==> config.mk <==
export PLATFORM = sky130hd
export DESIGN_NAME = hps_bridge_responder
export DESIGN_NICKNAME = d
export VERILOG_FILES = /design/src/rtl/hps_bridge_pkg.sv /design/src/rtl/hps_bridge_responder_cmd_fifo.sv /design/src/rtl/hps_bridge_responder.sv
export SDC_FILE = /design/constraint.sdc
export NUM_CORES = 1
export LEC_CHECK = 0
export ABC_CLOCK_PERIOD_IN_PS = 3850
export BUFFER_PORTS_ARGS = -buffer_cell sky130_fd_sc_hd__buf_4
export CORE_MARGIN = 2
export CORE_UTILIZATION = 50
export DETAILED_ROUTE_END_ITERATION = 8
export PLACE_DENSITY = 0.71
export SLEW_MARGIN = 20
export SYNTH_ARGS = -nofsm -noshare
export SYNTH_HDL_FRONTEND = slang
export SYNTH_SLANG_ARGS = --single-unit
==> constraint.sdc <==
create_clock -name FPGA_CLK1_50 -period 3.85 [get_ports FPGA_CLK1_50]
set_input_delay 0.1925 -clock FPGA_CLK1_50 [delete_from_list [all_inputs] [get_ports FPGA_CLK1_50]]
set_output_delay 0.1925 -clock FPGA_CLK1_50 [all_outputs]
set_load 0.1 [all_outputs]
==> src/rtl/hps_bridge_pkg.sv <==
// hps_bridge_pkg
//   Shared definitions for the HPS-FPGA bridge responder:
//   register indices (byte offset >> 2), CTRL/STATUS bit positions and the
//   ADV7513 command word layout carried through the command FIFO.
package hps_bridge_pkg;

    // Register indices, selected by AXI_Address[4:2]
    localparam logic [2:0] REG_ID      = 3'd0;  // 0x00
    localparam logic [2:0] REG_CTRL    = 3'd1;  // 0x04
    localparam logic [2:0] REG_STATUS  = 3'd2;  // 0x08
    localparam logic [2:0] REG_CMD     = 3'd3;  // 0x0C
    localparam logic [2:0] REG_SCRATCH = 3'd4;  // 0x10

    // CTRL bit positions
    localparam int CTRL_VID_EN  = 0;
    localparam int CTRL_PAT_LSB = 1;
    localparam int CTRL_PAT_MSB = 2;

    // STATUS bit positions
    localparam int STAT_HPD      = 0;
    localparam int STAT_HPD_CHG  = 1;
    localparam int STAT_LVL_LSB  = 2;
    localparam int STAT_LVL_MSB  = 6;
    localparam int STAT_FULL     = 7;
    localparam int STAT_EMPTY    = 8;
    localparam int STAT_OVF      = 9;
    localparam int STAT_NACK_LSB = 16;
    localparam int STAT_NACK_MSB = 23;
    localparam int STAT_NACK_CLR = 31;

    // ADV7513 register write command
    typedef struct packed {
        logic [7:0] addr;
        logic [7:0] data;
    } cmd_word_t;

endpackage

==> src/rtl/hps_bridge_responder_cmd_fifo.sv <==
// cmd_fifo
//   Synchronous FIFO with occupancy level. A push while full is accepted
//   only when a pop happens in the same cycle; otherwise it is dropped and
//   o_drop pulses for that cycle. o_data reads 0 while empty.
// Ports:
//   i_clk, i_rst     clock, asynchronous active-high reset
//   i_push, i_data   write request and data
//   i_pop_req        consumer ready; pops only when not empty
//   o_data           head entry
//   o_level          entries held, 0..DEPTH
//   o_full, o_empty  occupancy flags
//   o_drop           push discarded this cycle
module cmd_fifo #(
    parameter int WIDTH = 16,
    parameter int DEPTH = 4,
    parameter int LVL_W = $clog2(DEPTH + 1)
) (
    input  logic             i_clk,
    input  logic             i_rst,
    input  logic             i_push,
    input  logic [WIDTH-1:0] i_data,
    input  logic             i_pop_req,
    output logic [WIDTH-1:0] o_data,
    output logic [LVL_W-1:0] o_level,
    output logic             o_full,
    output logic             o_empty,
    output logic             o_drop
);

    localparam int PTR_W = (DEPTH > 1) ? $clog2(DEPTH) : 1;

    logic [WIDTH-1:0] r_mem [DEPTH];
    logic [PTR_W-1:0] r_wr_ptr;
    logic [PTR_W-1:0] r_rd_ptr;
    logic [LVL_W-1:0] r_level;

    logic w_pop;
    logic w_push;

    assign o_empty = (r_level == '0);
    assign o_full  = (r_level == LVL_W'(DEPTH));
    assign o_level = r_level;

    // A pop frees a slot in the same cycle, so a push while full is legal then
    assign w_pop  = i_pop_req && !o_empty;
    assign w_push = i_push && (!o_full || w_pop);
    assign o_drop = i_push && o_full && !w_pop;

    // Gate the head so stale storage never shows after reset or a drain
    assign o_data = o_empty ? '0 : r_mem[r_rd_ptr];

    // Pointers wrap naturally because DEPTH is a power of two
    always_ff @(posedge i_clk or posedge i_rst) begin
        if (i_rst) begin
            r_wr_ptr <= '0;
            r_rd_ptr <= '0;
            r_level  <= '0;
        end else begin
            if (w_push) r_wr_ptr <= r_wr_ptr + PTR_W'(1);
            if (w_pop)  r_rd_ptr <= r_rd_ptr + PTR_W'(1);
            if (w_push && !w_pop)      r_level <= r_level + LVL_W'(1);
            else if (w_pop && !w_push) r_level <= r_level - LVL_W'(1);
        end
    end

    always_ff @(posedge i_clk) begin
        if (w_push) r_mem[r_wr_ptr] <= i_data;
    end

endmodule

==> src/rtl/hps_bridge_responder.sv <==
// hps_bridge_responder
//   FPGA-side responder on the HPS-FPGA bridge. Decodes reads/writes into a
//   small register bank (ID, CTRL, STATUS, CMD, SCRATCH), drives the video
//   enable/pattern controls, tracks ADV7513 hot-plug, counts I2C NACKs and
//   queues ADV7513 register-write commands for the I2C configuration master.
// Ports:
//   FPGA_CLK1_50, FPGA_RESET     clock, asynchronous active-high reset
//   AXI_Address/Read/Write/WriteData   bridge access (single-cycle strobes)
//   AXI_ReadData, AXI_ReadValid  read response, one cycle after AXI_Read
//   ADV_HPD                      asynchronous hot-plug detect
//   VID_Enable, VID_Pattern      video path controls (CTRL register)
//   CMD_Valid/Ready/Data         command FIFO head toward the I2C master
//   CMD_Nack                     NACK pulse from the I2C master
module hps_bridge_responder
    import hps_bridge_pkg::*;
#(
    parameter logic [31:0] ID_VALUE   = 32'h4C414250,
    parameter int          FIFO_DEPTH = 4
) (
    input  logic        FPGA_CLK1_50,
    input  logic        FPGA_RESET,
    input  logic [18:0] AXI_Address,
    input  logic        AXI_Read,
    input  logic        AXI_Write,
    input  logic [31:0] AXI_WriteData,
    output logic [31:0] AXI_ReadData,
    output logic        AXI_ReadValid,
    input  logic        ADV_HPD,
    output logic        VID_Enable,
    output logic [1:0]  VID_Pattern,
    output logic        CMD_Valid,
    input  logic        CMD_Ready,
    output logic [15:0] CMD_Data,
    input  logic        CMD_Nack
);

    localparam int LVL_W = $clog2(FIFO_DEPTH + 1);

    logic [2:0]  r_ctrl;
    logic [31:0] r_scratch;
    logic        r_hpd_meta;
    logic        r_hpd_sync;
    logic        r_hpd_prev;
    logic        r_hpd_changed;
    logic        r_overflow;
    logic [7:0]  r_nack_cnt;
    logic [31:0] r_rdata;
    logic        r_rvalid;

    logic        w_hit;
    logic [2:0]  w_idx;
    logic        w_rd;
    logic        w_wr_ctrl;
    logic        w_wr_status;
    logic        w_wr_cmd;
    logic        w_wr_scratch;
    logic        w_clr_hpd;
    logic        w_clr_ovf;
    logic        w_clr_nack;
    logic        w_hpd_edge;
    logic [31:0] w_status;
    logic [31:0] w_rd_mux;
    logic [LVL_W-1:0] w_level;
    logic        w_full;
    logic        w_empty;
    logic        w_drop;
    cmd_word_t   w_cmd_in;
    cmd_word_t   w_cmd_head;

    // Decode: only word-aligned offsets inside the 32-byte window respond
    assign w_hit = (AXI_Address[18:5] == 14'd0) && (AXI_Address[1:0] == 2'd0);
    assign w_idx = AXI_Address[4:2];

    // A read colliding with a write is dropped; the write still happens
    assign w_rd         = AXI_Read && !AXI_Write;
    assign w_wr_ctrl    = AXI_Write && w_hit && (w_idx == REG_CTRL);
    assign w_wr_status  = AXI_Write && w_hit && (w_idx == REG_STATUS);
    assign w_wr_cmd     = AXI_Write && w_hit && (w_idx == REG_CMD);
    assign w_wr_scratch = AXI_Write && w_hit && (w_idx == REG_SCRATCH);

    assign w_clr_hpd  = w_wr_status && AXI_WriteData[STAT_HPD_CHG];
    assign w_clr_ovf  = w_wr_status && AXI_WriteData[STAT_OVF];
    assign w_clr_nack = w_wr_status && AXI_WriteData[STAT_NACK_CLR];

    assign w_hpd_edge = r_hpd_sync ^ r_hpd_prev;
    assign w_cmd_in   = AXI_WriteData[15:0];

    cmd_fifo #(
        .WIDTH ($bits(cmd_word_t)),
        .DEPTH (FIFO_DEPTH),
        .LVL_W (LVL_W)
    ) u_cmd_fifo (
        .i_clk     (FPGA_CLK1_50),
        .i_rst     (FPGA_RESET),
        .i_push    (w_wr_cmd),
        .i_data    (w_cmd_in),
        .i_pop_req (CMD_Ready),
        .o_data    (w_cmd_head),
        .o_level   (w_level),
        .o_full    (w_full),
        .o_empty   (w_empty),
        .o_drop    (w_drop)
    );

    always_comb begin
        w_status = '0;
        w_status[STAT_HPD]                      = r_hpd_sync;
        w_status[STAT_HPD_CHG]                  = r_hpd_changed;
        w_status[STAT_LVL_MSB:STAT_LVL_LSB]     = 5'(w_level);
        w_status[STAT_FULL]                     = w_full;
        w_status[STAT_EMPTY]                    = w_empty;
        w_status[STAT_OVF]                      = r_overflow;
        w_status[STAT_NACK_MSB:STAT_NACK_LSB]   = r_nack_cnt;
    end

    always_comb begin
        w_rd_mux = '0;
        if (w_hit) begin
            case (w_idx)
                REG_ID:      w_rd_mux = ID_VALUE;
                REG_CTRL:    w_rd_mux = {29'd0, r_ctrl};
                REG_STATUS:  w_rd_mux = w_status;
                REG_SCRATCH: w_rd_mux = r_scratch;
                default:     w_rd_mux = '0;
            endcase
        end
    end

    always_ff @(posedge FPGA_CLK1_50 or posedge FPGA_RESET) begin
        if (FPGA_RESET) begin
            r_ctrl        <= '0;
            r_scratch     <= '0;
            r_hpd_meta    <= 1'b0;
            r_hpd_sync    <= 1'b0;
            r_hpd_prev    <= 1'b0;
            r_hpd_changed <= 1'b0;
            r_overflow    <= 1'b0;
            r_nack_cnt    <= '0;
            r_rdata       <= '0;
            r_rvalid      <= 1'b0;
        end else begin
            r_hpd_meta <= ADV_HPD;
            r_hpd_sync <= r_hpd_meta;
            r_hpd_prev <= r_hpd_sync;

            if (w_wr_ctrl)    r_ctrl    <= AXI_WriteData[CTRL_PAT_MSB:CTRL_VID_EN];
            if (w_wr_scratch) r_scratch <= AXI_WriteData;

            // Sticky bits: a new event in the clearing cycle keeps the bit set
            r_hpd_changed <= (r_hpd_changed && !w_clr_hpd) || w_hpd_edge;
            r_overflow    <= (r_overflow && !w_clr_ovf) || w_drop;

            // Clear beats a coincident NACK; count saturates at 255
            if (w_clr_nack)
                r_nack_cnt <= '0;
            else if (CMD_Nack && (r_nack_cnt != 8'hFF))
                r_nack_cnt <= r_nack_cnt + 8'd1;

            // Read data is captured once and held until the next read
            r_rvalid <= w_rd;
            if (w_rd) r_rdata <= w_rd_mux;
        end
    end

    assign AXI_ReadData  = r_rdata;
    assign AXI_ReadValid = r_rvalid;
    assign VID_Enable    = r_ctrl[CTRL_VID_EN];
    assign VID_Pattern   = r_ctrl[CTRL_PAT_MSB:CTRL_PAT_LSB];
    assign CMD_Valid     = !w_empty;
    assign CMD_Data      = w_cmd_head;

endmodule

==> metrics list, run 1 <==
* Outcome: finished, final reports clean
* Pin count of the biggest net entering global routing: 60
* All-Layer GR Usage: 21.16%
- The worst setup path is captured at a primary output.
- For this run, design rule violations remaining after detail routing come to 0.
- Setup violations remaining at the end of the flow were counted as 0.
- Worst setup slack before clock tree synthesis: 1.242 ns
- Worst Reg2Reg Path Length in Cells: 9
* Buffers added on ports: 110
- IR analysis of the VDD net gives a maximum drop of 0.3511 mV.
* Startpoint of the lowest-slack register-to-register path: u_cmd_fifo.o_level[0]
- From bottom edge to top edge, the die measures 116.4 um.
- Final HPWL from detailed placement: 8.797 mm
- Final-report hold violation count: 0
- The via count of the first global-routing pass came to 4,016.
- Final Skew: 0.004142 ns
- Final max-slew violation count: 0
- Die width: 116.4 um
* Yosys warning total: 0
- The min-delay analysis places its worst path in the category in -> reg.
- Ports placed on the boundary: 111
- Counting every instance in the synthesized netlist gives 412.
- The later pin in the worst-skew pair is clocked with a latency of 0.42 ns.
* Number of cell rows: 41
* Tightest Pin Transition: 1.011 ns
- For this run, the top clock speed supported by timing is 372.9 MHz.
* CTS tree: done
* Syn Nets: 477
- After floorplanning, the core was sized to cover 12,470 sq um.
* CTS max path bufs: 2
* Final global-route overflow total: 0
* Sequential area share after synthesis: 65.34%
* Hold Startpoint: AXI_WriteData[1]
- Synth unique cells: 41
- Effective utilization at floorplan: 50.63%
- The number of antenna diodes in the final layout is 0.
* Routed wire length per instance: 17.83 um
* Nature of the critical path startpoint: flip-flop
- Yosys reg bits: 152
- Category of the most critical setup path: reg -> out
* Total Die Area: 13,540 sq um
* GP Congestion: 0.8004
- Total number of vias: 3,977
- # Max-Cap Violations: 0
- Pleak: 3.441 nW
- The tree built by TritonCTS fans out to 152 sinks.
- Clock buffer count from CTS: 17
- Summed over all layers, the routed wires come to 13.23 mm.
- For the worst setup path, the data required time is 3.66 ns.
- The critical path starts at u_cmd_fifo.r_rd_ptr[0].
- Cell Pwr Density: 633.3 nW/um^2
- Router iterations before antenna repair: 4
- After layout, the worst setup slack is 1.168 ns.
* Area Overhead vs Synth: 29.98%
- Number of nets in the finished design: 622
* Proportion of layout cells with a drive suffix above 1: 35.96%
* CTS root buf: sky130_fd_sc_hd__clkbuf_16
* Number of nets with antenna violations after routing: 0
* Cell count of the worst hold path: 1
* Placed Instances: 679
* Antenna violations before repair: 0
- The clock tree synthesis step divided the H-tree into 4 levels.
* Final-layout setup total negative slack: 0 ns
* Synth Cell Area: 6311 sq um
- The worst path in the final design needs a cycle of 2.682 ns, including I/O delays and setup.
* Unrepaired setup endpoints after global routing: no
- A synthesized cell averages 15.32 sq um.
* Number of standard cells in the layout, taps in and fillers out: 742
- Wire length of the first global-routing pass: 21.02 mm
- After clock tree synthesis, the clock-pin slew on the worst setup and hold paths is 0.06 ns.
- Along the worst path, the maximum fanout reaches 12.
- Vias per std cell: 5.360
- Final worst-path cycle share: 69.66%
* Iteration-0 DRC Markers: 232
- Headroom to the max-slew limit came out at 32.43%.
* Arr. time, crit path: 2.49 ns
power breakdown:
| group | internal (W) | switching, W | leakage (nW) |
|---|---|---|---|
| Combinational | 0.000507 | 0.00114 | 1.39 |
| Clock | 0.00104 | 0.000595 | 0.286 |
| Sequential | 0.00176 | 0.000147 | 1.76 |
layout make-up:
type	instances	area, sq um
multi-input cells	231	2064
well taps	172	215.2
clock buffers	21	461.7
inverters	9	36.28
repair buffers	146	1174
clock inverters	11	127.6
fillers	910	4263
flip-flops and latches	152	4124
cell families after synthesis:
family / after synthesis / share of synthesized area [%]
xor gates and xnor gates: 9 / 1.249
muxes: 57 / 13.01
and+or+nand+nor: 98 / 9.834
buffers and inverters: 29 / 2.101
DFF: 152 / 65.34
adders and majority gates: 8 / 1.665
AOI/OAI and AO/OA: 59 / 6.800
Yosys cell counts, drive strengths merged:
master / number / area share, %
o22ai: 4 / 0.40
clkbuf: 9 / 0.54
mux4: 16 / 5.7
xnor2: 8 / 1.1
mux2i: 4 / 0.63
mux2: 37 / 6.7
o21ai: 16 / 1.3
nand2b: 7 / 0.69
o31ai: 1 / 0.12
nand3: 4 / 0.52
a2bb2oi: 3 / 0.42
a211oi: 1 / 0.12
xor2: 1 / 0.14
edfxtp: 64 / 30
and2: 20 / 2.0
nor4: 8 / 2.2
maj3: 1 / 0.16
o21ba: 1 / 0.16
a32oi: 2 / 0.28
a21oi: 1 / 0.079
ha: 6 / 1.2
or3: 1 / 0.099
a22oi: 10 / 1.2
dfrtp: 88 / 35
nor2: 14 / 0.87
nor3: 3 / 0.24
nand2: 23 / 1.4
buf: 11 / 1.0
nor3b: 5 / 0.59
inv: 9 / 0.54
nor2b: 7 / 0.69
nand4: 6 / 0.59
fa: 1 / 0.32
a22o: 20 / 2.8
worst max-delay path: stages, from the launching register on:
cell and delay (ns):
sky130_fd_sc_hd__dfrtp_1 0.82, sky130_fd_sc_hd__buf_4 0.32, sky130_fd_sc_hd__mux4_2 0.52, sky130_fd_sc_hd__and2_1 0.17
sky130_fd_sc_hd__buf_4 0.23
state kept, by name (all words and copies together), names as in the netlist, 2 cells and up:
signal               flops
r_scratch               32
r_nack_cnt               8
AXI_ReadData            32
u_cmd_fifo.o_level       3
u_cmd_fifo.r_rd_ptr      2
u_cmd_fifo.r_wr_ptr      2
r_ctrl                   3
u_cmd_fifo.r_mem        64
through the flow:
step | hold WS (ns) | area, sq um | total power, W | utilization (%)
floorplan | 0.2239 | 6311 | 0.003207 | -
global placement | 0.3046 | 7302 | 0.003550 | 58.58
detailed placement | 0.3031 | 7302 | 0.003575 | 58.58
CTS | 0.0002275 | 8182 | 0.005240 | 65.63
global route | 0.008156 | 8203 | 0.005403 | 65.80
finish | 0.01945 | 8203 | 0.005195 | 65.80
path summary, 6_finish.rpt:
path / to / slack (ns)
max: CMD_Data[8] / 1.17
min: u_cmd_fifo.r_mem[1][1] / 0.02
max reg2reg: u_cmd_fifo.o_level[2] / 1.42
min reg2reg: r_hpd_sync / 0.36
max in group asynchronous: AXI_ReadData[18] / 2.52
min in group asynchronous: r_scratch[25] / 0.46
repair_timing:
item | in CTS | in global routing
hold endpoints to repair | 70 | 59
buffers inserted | 0 | 0
resized for setup | 0 | 0
hold buffers | 29 | 2
placed cells by master, fill, tap and decap left out, drive strengths merged, types with 7 or more instances in the layout:
cell type,n
clkinv,7
a22o,20
nand2b,7
nand2,23
xnor2,8
buf,115
mux4,16
clkbuf,21
dfrtp,88
mux2,37
o21ai,16
dlygate4sd3,31
edfxtp,64
and2,20
nor4,8
a22oi,10
nor2b,7
inv,9
nor2,14
routing by layer:
layer	track usage (%)	vias up	part of all wire (%)
met5	0	-	0
met4	7.222	0	1.4
met3	5.708	15	5.2
met2	34.30	112	50
met1	27.96	2019	43
li1	-	1831	-
No activity file was read; power rests on OpenSTA's default activity.
==> run 2: changes to the inputs <==
- ABC_CLOCK_PERIOD_IN_PS: 3850 -> 2200
- PLACE_DENSITY: 0.71 -> 0.73
- clock period: 3.85 -> 2.2 ns (I/O delays scaled with it)
==> run 2 against run 1 <==
Compared with the run above:
- via count grew 2.0%
- first-iteration DRC count grew 30%
- critical path depth is the same
- global-route usage grew 0.89 points
- final cell count grew 3.0%
- sequential power grew 70%
- clock skew grew 0.0022 ns
- sequential cell count is the same
- combinational power grew 87%
- register-to-register slack lost 1.2 ns
- final area grew 3.5%
- non-clock buffer count grew 22
- critical path type unchanged
- largest power group unchanged
==> metrics list, run 2 (synthesized netlist as in run 1, its figures left out) <==
- Pin count of the biggest net entering global routing: 51
* Routed WL: 13.85 mm
- In this run, placement finished with an instance count of 697.
- Number of nets with antenna violations after routing: 0
- At the end of the flow, the number of nets in the layout was 644.
- Final total power: 0.009344 W
* Cell Pwr Density: 1100 nW/um^2
* Hold WC Path Type: in -> reg
- Total Die Area: 13,540 sq um
- The detailed router placed 4,058 vias in this run.
* Post-CTS clock slew at the launch and capture registers of the worst setup and hold paths: 0.06 ns
- Tightest Pin Transition: 0.6023 ns
* DRC violation count after routing: 0
- The longest clock path from root to sink contains 2 buffers.
- After routing, the total negative slack on setup checks comes to 0 ns.
- Outcome: finished, final reports clean
- Vias per std cell: 5.312
* Buffers added on ports: 110
- The number of cells on the worst reg-to-reg path is 9.
* CTS root buf: sky130_fd_sc_hd__clkbuf_16
- The number of antenna violations at the first check in global routing was 0.
- Post-route minimum period: 2.125 ns
- Setup violations remaining at the end of the flow were counted as 0.
* Deepest level of the CTS H-tree: 4
* Number of diodes: 0
- Final worst-path cycle share: 96.57%
- Counting flops per register, the top entry is u_cmd_fifo.r_mem.
- Max-cap violations in this run came to 0.
- Iteration-0 DRC Markers: 302
- The critical path in this run is classified as reg -> out.
- 111 I/O pins were placed.
- Most common library cell in the layout ignoring fill and taps: sky130_fd_sc_hd__buf_4
- The initial utilization of the core area, before any placement, comes to 50.63%.
- Global routing consumed, over all layers together, 22.05% of the routing resources.
* FILL cells: 892
* Die Span Y: 116.4 um
- Routed wire length on met2: 6.982 mm
* Routed wire length per instance: 18.13 um
- Clock latency on the worst-skew pair: 0.42 ns
- The largest single stage delay on the critical path is 0.51 ns.
- For this run the aggregate overflow at the end of global routing stands at 0.
- The highest metal layer carrying signal wires in the routed design is met4.
- The first global-routing pass estimated 21.79 mm of wire.
- Arr. time, crit path: 2.01 ns
* Req. time, crit path: 2.09 ns
- Area of the placeable core: 12,470 sq um
- The routed design uses 856 um of met3 wire.
- Final HPWL from detailed placement: 9.281 mm
- Top achievable clock speed: 470.7 MHz
- Across the VDD grid, the largest voltage drop is 0.4730 mV.
* Final-report hold violation count: 0
- The via count of the first global-routing pass came to 4,206.
- After floorplanning, the core was divided into 41 placement rows.
- After detailed routing, the wire length on met1 is 5.797 mm.
* Number of standard cells in the layout, taps in and fillers out: 764
* Die width: 116.4 um
* Worst hold-check slack: 0.03431 ns
- STA classifies the critical path startpoint as a flip-flop.
* Final max-slew violation count: 0
- Setup repair after global routing left no endpoint under its margin.
* GP Congestion: 0.7872
- STA classifies the critical path endpoint as a primary output.
* Commonest cells after routing, fill and taps aside: sky130_fd_sc_hd__buf_4, sky130_fd_sc_hd__dfrtp_1, sky130_fd_sc_hd__edfxtp_1, sky130_fd_sc_hd__mux2_2, sky130_fd_sc_hd__dlygate4sd3_1
* Number of flip-flops under the largest register name: 64
- Clock buffer count from CTS: 17
- In this run the worst path has a maximum fanout of 16.
- For the final database, setup skew stands at 0.006357 ns.
- Worst max-slew margin expressed relative to the limit: 59.52%
- The clock drives 152 sinks.
- Crit-path slowest cell: sky130_fd_sc_hd__mux4_2
- From synthesis to final layout, the design area changed by 34.58%.
* Proportion of layout cells with a drive suffix above 1: 38.85%
* Critical path cell sequence: buf_12 -> mux4_2 -> and2_1 -> buf_4
- For this design the static power due to leakage is 3.582 nW.
- Along the worst hold path, the cell count comes to 3.
- TritonCTS built the clock tree.
- The first detailed-routing pass took 4 iterations.
==> run 2: cell types whose count changed in the layout (fill, tap and decap cells not counted), sizes merged <==
cell,delta
buf,+18
dlygate4sd3,+4
clkinv,-1
clkinvlp,+1
==> run 2: layout make-up <==
type	instances	area [sq um]	area share, %
Sequential cell	152	4125	48.57
Multi-Input combinational cell	231	2067	24.34
Timing Repair Buffer	168	1424	16.76
Clock buffer	21	481.7	5.672
Tap cell	172	215.2	2.534
Clock inverter	11	142.6	1.679
Inverter	9	37.54	0.4420
==> run 2: routing by layer <==
layer  global-route usage (%)  vias to the layer above
met2                    37.17                      127
met4                    7.619                        0
met3                    5.916                       22
li1                         -                     1876
met5                        0                        -
met1                    27.80                     2033
==> run 2: power breakdown <==
part	internal [W]	total, W	leakage (nW)	switching [W]
registers	0.00308	0.00323	1.76	0.000150
logic	0.000954	0.00308	1.52	0.00213
clock network	0.00191	0.00303	0.306	0.00112
total	0.00594	0.00934	3.58	0.00340
==> run 2: worst max-delay path: cells and delay by family (launching register included) <==
kind                   cells  cell delay (ns)
buffers and inverters      2             0.45
muxes                      1             0.51
and+or+nand+nor            1             0.19
DFF                        1             0.44
==> run 2: timing repair <==
action / in CTS / in global routing
setup buffers: 0 / 0
hold endpoints to repair: 189 / 0
resized for setup: 0 / 2
endpoints found under the setup margin: 0 / 1
hold buffers: 35 / 0
==> run 2: worst paths after layout <==
kind	startpoint	to	slack [ns]
max in group asynchronous	FPGA_RESET	r_scratch[28]	1.39
worst max register to register	u_cmd_fifo.o_level[1]	u_cmd_fifo.o_level[2]	0.21
min in group asynchronous	FPGA_RESET	AXI_ReadData[21]	0.17
worst max-delay path	u_cmd_fifo.r_rd_ptr[0]	CMD_Data[8]	0.08
worst min-delay path	CMD_Ready	u_cmd_fifo.r_rd_ptr[1]	0.03
worst min register to register	r_hpd_meta	r_hpd_sync	0.35
==> run 2: stage by stage <==
step,utilization [%],setup slack (ns),cell area (sq um)
2_1_floorplan,-,0.05154,6316
3_3_place_gp,60.28,0.09228,7515
3_5_place_dp,60.28,-0.006664,7515
4_1_cts,68.10,0.04472,8489
5_1_grt,68.13,0.002126,8493
6_report,68.13,0.07549,8493
==> run 3: changes to the inputs <==
- GPL_TIMING_DRIVEN: not set -> 0
==> run 3 against run 2 <==
Compared with the run above:
- clock skew barely moved
- maximum frequency is essentially flat
- die area unchanged
- register-to-register slack worse by 0.09 ns
- final area is 1.6% lower
- largest cell class unchanged
- global-route usage decreased by 0.81 points
- non-clock buffer count down 1
- clock power fell by 16%
- hold slack worse by 0.0097 ns
- total power decreased by 4.7%
==> metrics list, run 3 (synthesized netlist as in run 1, its figures left out) <==
* Outcome: finished, final reports clean
- Arr. time, crit path: 2.02 ns
* Total net switching power: 0.003402 W
- The first TritonRoute pass finished after 4 iterations.
- Worst setup slack before clock tree synthesis: -0.3920 ns
- Combinational power share: 34.8%
- The count of nets left with antenna violations once routing finished came out at 0.
- Number of diodes: 0
* Reg power frac: 36.7%
- From bottom edge to top edge, the die measures 116.4 um.
* Final-report hold violation count: 0
- Clock tree sinks: 152
* Vias per std cell: 5.304
* Crit-path slowest cell: sky130_fd_sc_hd__mux4_2
- The clock passes through at most 2 buffers.
* Final worst-path cycle share: 96.60%
- Final total power: 0.008908 W
- Effective utilization at floorplan: 50.63%
* Final max-slew violation count: 0
- After filler insertion, the fill cell instance count of the layout stands at 895.
- Kind of end point of the critical path: primary output
- In this run the worst path has a maximum fanout of 10.
- Cell internal power was estimated by the tool at 0.005506 W.
- For the worst-skew pair, the clock arrives at the later sink with an insertion delay of 0.42 ns.
* Number of nets in the finished design: 643
* Routed WL: 13.34 mm
* Worst max-slew margin expressed relative to the limit: 43.45%
* Top achievable clock speed: 470.5 MHz
- Routed wire length per instance: 17.49 um
- In the post-route analysis, the smallest setup slack over all paths is 0.07477 ns.
* Iteration-0 DRC Markers: 332
- Summing all multi-input logic gate instances after layout gives 2078 sq um.
- Final Skew: 0.006809 ns
- The wire-length estimate of the detail-placed layout is 9.308 mm.
- Tightest Pin Transition: 0.8417 ns
- Buffer and inverter count on the worst path: 3
- Across the whole layout, storage elements account for 4128 sq um.
- Clock network power share: 28.5%
* Sw Share: 38.19%
* Wire length of the first global-routing pass: 21.07 mm
- VDD sags by at most 0.4453 mV.
* Ports placed on the boundary: 111
- The library cell used most frequently in the layout, excluding fill and tap cells, is sky130_fd_sc_hd__buf_4.
- The worst setup path is of the reg -> out kind.
- Total Die Area: 13,540 sq um
- Pleak: 3.497 nW
- Post-CTS clock slew at the launch and capture registers of the worst setup and hold paths: 0.06 ns
- Input and output buffers added on the ports amount to 109.
- Clock buffer count from CTS: 17
- Proportion of layout cells with a drive suffix above 1: 39.26%
- All-Layer GR Usage: 21.23%
- Relative to the synthesized area, the layout overhead comes to 32.41%.
- Across the run, the number of max-cap violations was 0.
- Final setup violation count: 0
- Unrepaired setup endpoints after global routing: yes
- The smallest clock period supported by the final layout is computed as 2.125 ns.
- Final-layout setup total negative slack: 0 ns
- GP Congestion: 0.8001
- In this run the core area contains 41 standard-cell rows.
- Pin count of the biggest net entering global routing: 36
- Cells fill 67.04% of the core in the end.
* Commonest cells after routing, fill and taps aside: sky130_fd_sc_hd__buf_4, sky130_fd_sc_hd__dfrtp_1, sky130_fd_sc_hd__edfxtp_1, sky130_fd_sc_hd__mux2_2, sky130_fd_sc_hd__dlygate4sd3_1
- Number of flip-flops under the largest register name: 64
- Deepest level of the CTS H-tree: 4
- Counting flops per register, the top entry is u_cmd_fifo.r_mem.
- On the critical path the largest part of the delay comes from buffers and inverters.
* Area of the placeable core: 12,470 sq um
- The tightest min-delay check is of the in -> reg type.
* Nature of the critical path startpoint: flip-flop
- CTS tree: done
* Via count of the first global-routing pass: 3,990
- Total number of vias: 4,047
- Cell Pwr Density: 1066 nW/um^2
- DRC violation count after routing: 0
- The number of antenna violations at the first check in global routing came to 0.
* CP peak stage delay: 0.50 ns
- Die width: 116.4 um
- Critical path cell sequence: buf_8 -> buf_12 -> mux4_2 -> and2_1 -> buf_4
- Summed over all layers, the global routing overflow is 0.
* CTS root buf: sky130_fd_sc_hd__clkbuf_16
- At the worst endpoint, the required time is 2.09 ns.
## run 3: per-layer routing
metal | part of all wire, % | track usage, %
met1 | 44 | 29.77
met2 | 49 | 32.98
met3 | 6.0 | 6.279
met4 | 1.1 | 5.476
met5 | 0 | 0
## run 3: worst paths after layout
check,start,to,slack [ns],depth (start not counted)
max,u_cmd_fifo.r_rd_ptr[0],CMD_Data[8],0.07,5
min,CMD_Ready,u_cmd_fifo.r_rd_ptr[1],0.02,3
max reg2reg,u_cmd_fifo.o_level[1],u_cmd_fifo.o_level[1],0.12,6
min reg2reg,r_hpd_meta,r_hpd_sync,0.36,0
max in group asynchronous,FPGA_RESET,u_cmd_fifo.o_level[1],1.34,5
min in group asynchronous,FPGA_RESET,AXI_ReadData[17],0.25,3
## run 3: repair_timing
item / CTS / global route
buffers inserted: 1 / 1
gates resized for setup: 9 / 15
hold buffers: 34 / 0
pin swaps: 1 / 1
setup endpoints to repair: 43 / 74
endpoints found under the hold margin: 129 / 0
## run 3: area by class of cell
class	count	share of cell area [%]
timing repair buffer	148	15.03
buffer	19	1.497
clock buffer	20	5.225
clock inverter	12	0.9582
tap	172	2.575
inverter	9	0.4492
sequential	152	49.39
multi-input combinational	231	24.87
## run 3: metrics by stage
stage               hold WS, ns  instances  area [sq um]
floorplan                0.1414        412          6316
global placement         0.2240        693          7350
detailed placement       0.1440        696          7425
CTS                     0.01775        762          8314
global route            0.02879        763          8357
finish                  0.02459        763          8357
## run 3: power groups by stage
stage / Combinational [W] / Sequential (W) / Clock (W)
floorplan: 0.00239 / 0.00323 / 0
global placement: 0.00297 / 0.00326 / 0
detailed placement: 0.00302 / 0.00326 / 0
CTS: 0.00309 / 0.00324 / 0.00258
global route: 0.00328 / 0.00328 / 0.00272
finish: 0.00310 / 0.00327 / 0.00254
## run 3: worst reg2reg max path, stage by stage, from the launching register on
cell	delay, ns
sky130_fd_sc_hd__dfrtp_2	0.46
sky130_fd_sc_hd__nor4_2	0.44
sky130_fd_sc_hd__nor4_4	0.10
sky130_fd_sc_hd__ha_2	0.21
sky130_fd_sc_hd__inv_1	0.06
sky130_fd_sc_hd__fa_1	0.41
sky130_fd_sc_hd__mux2_2	0.27
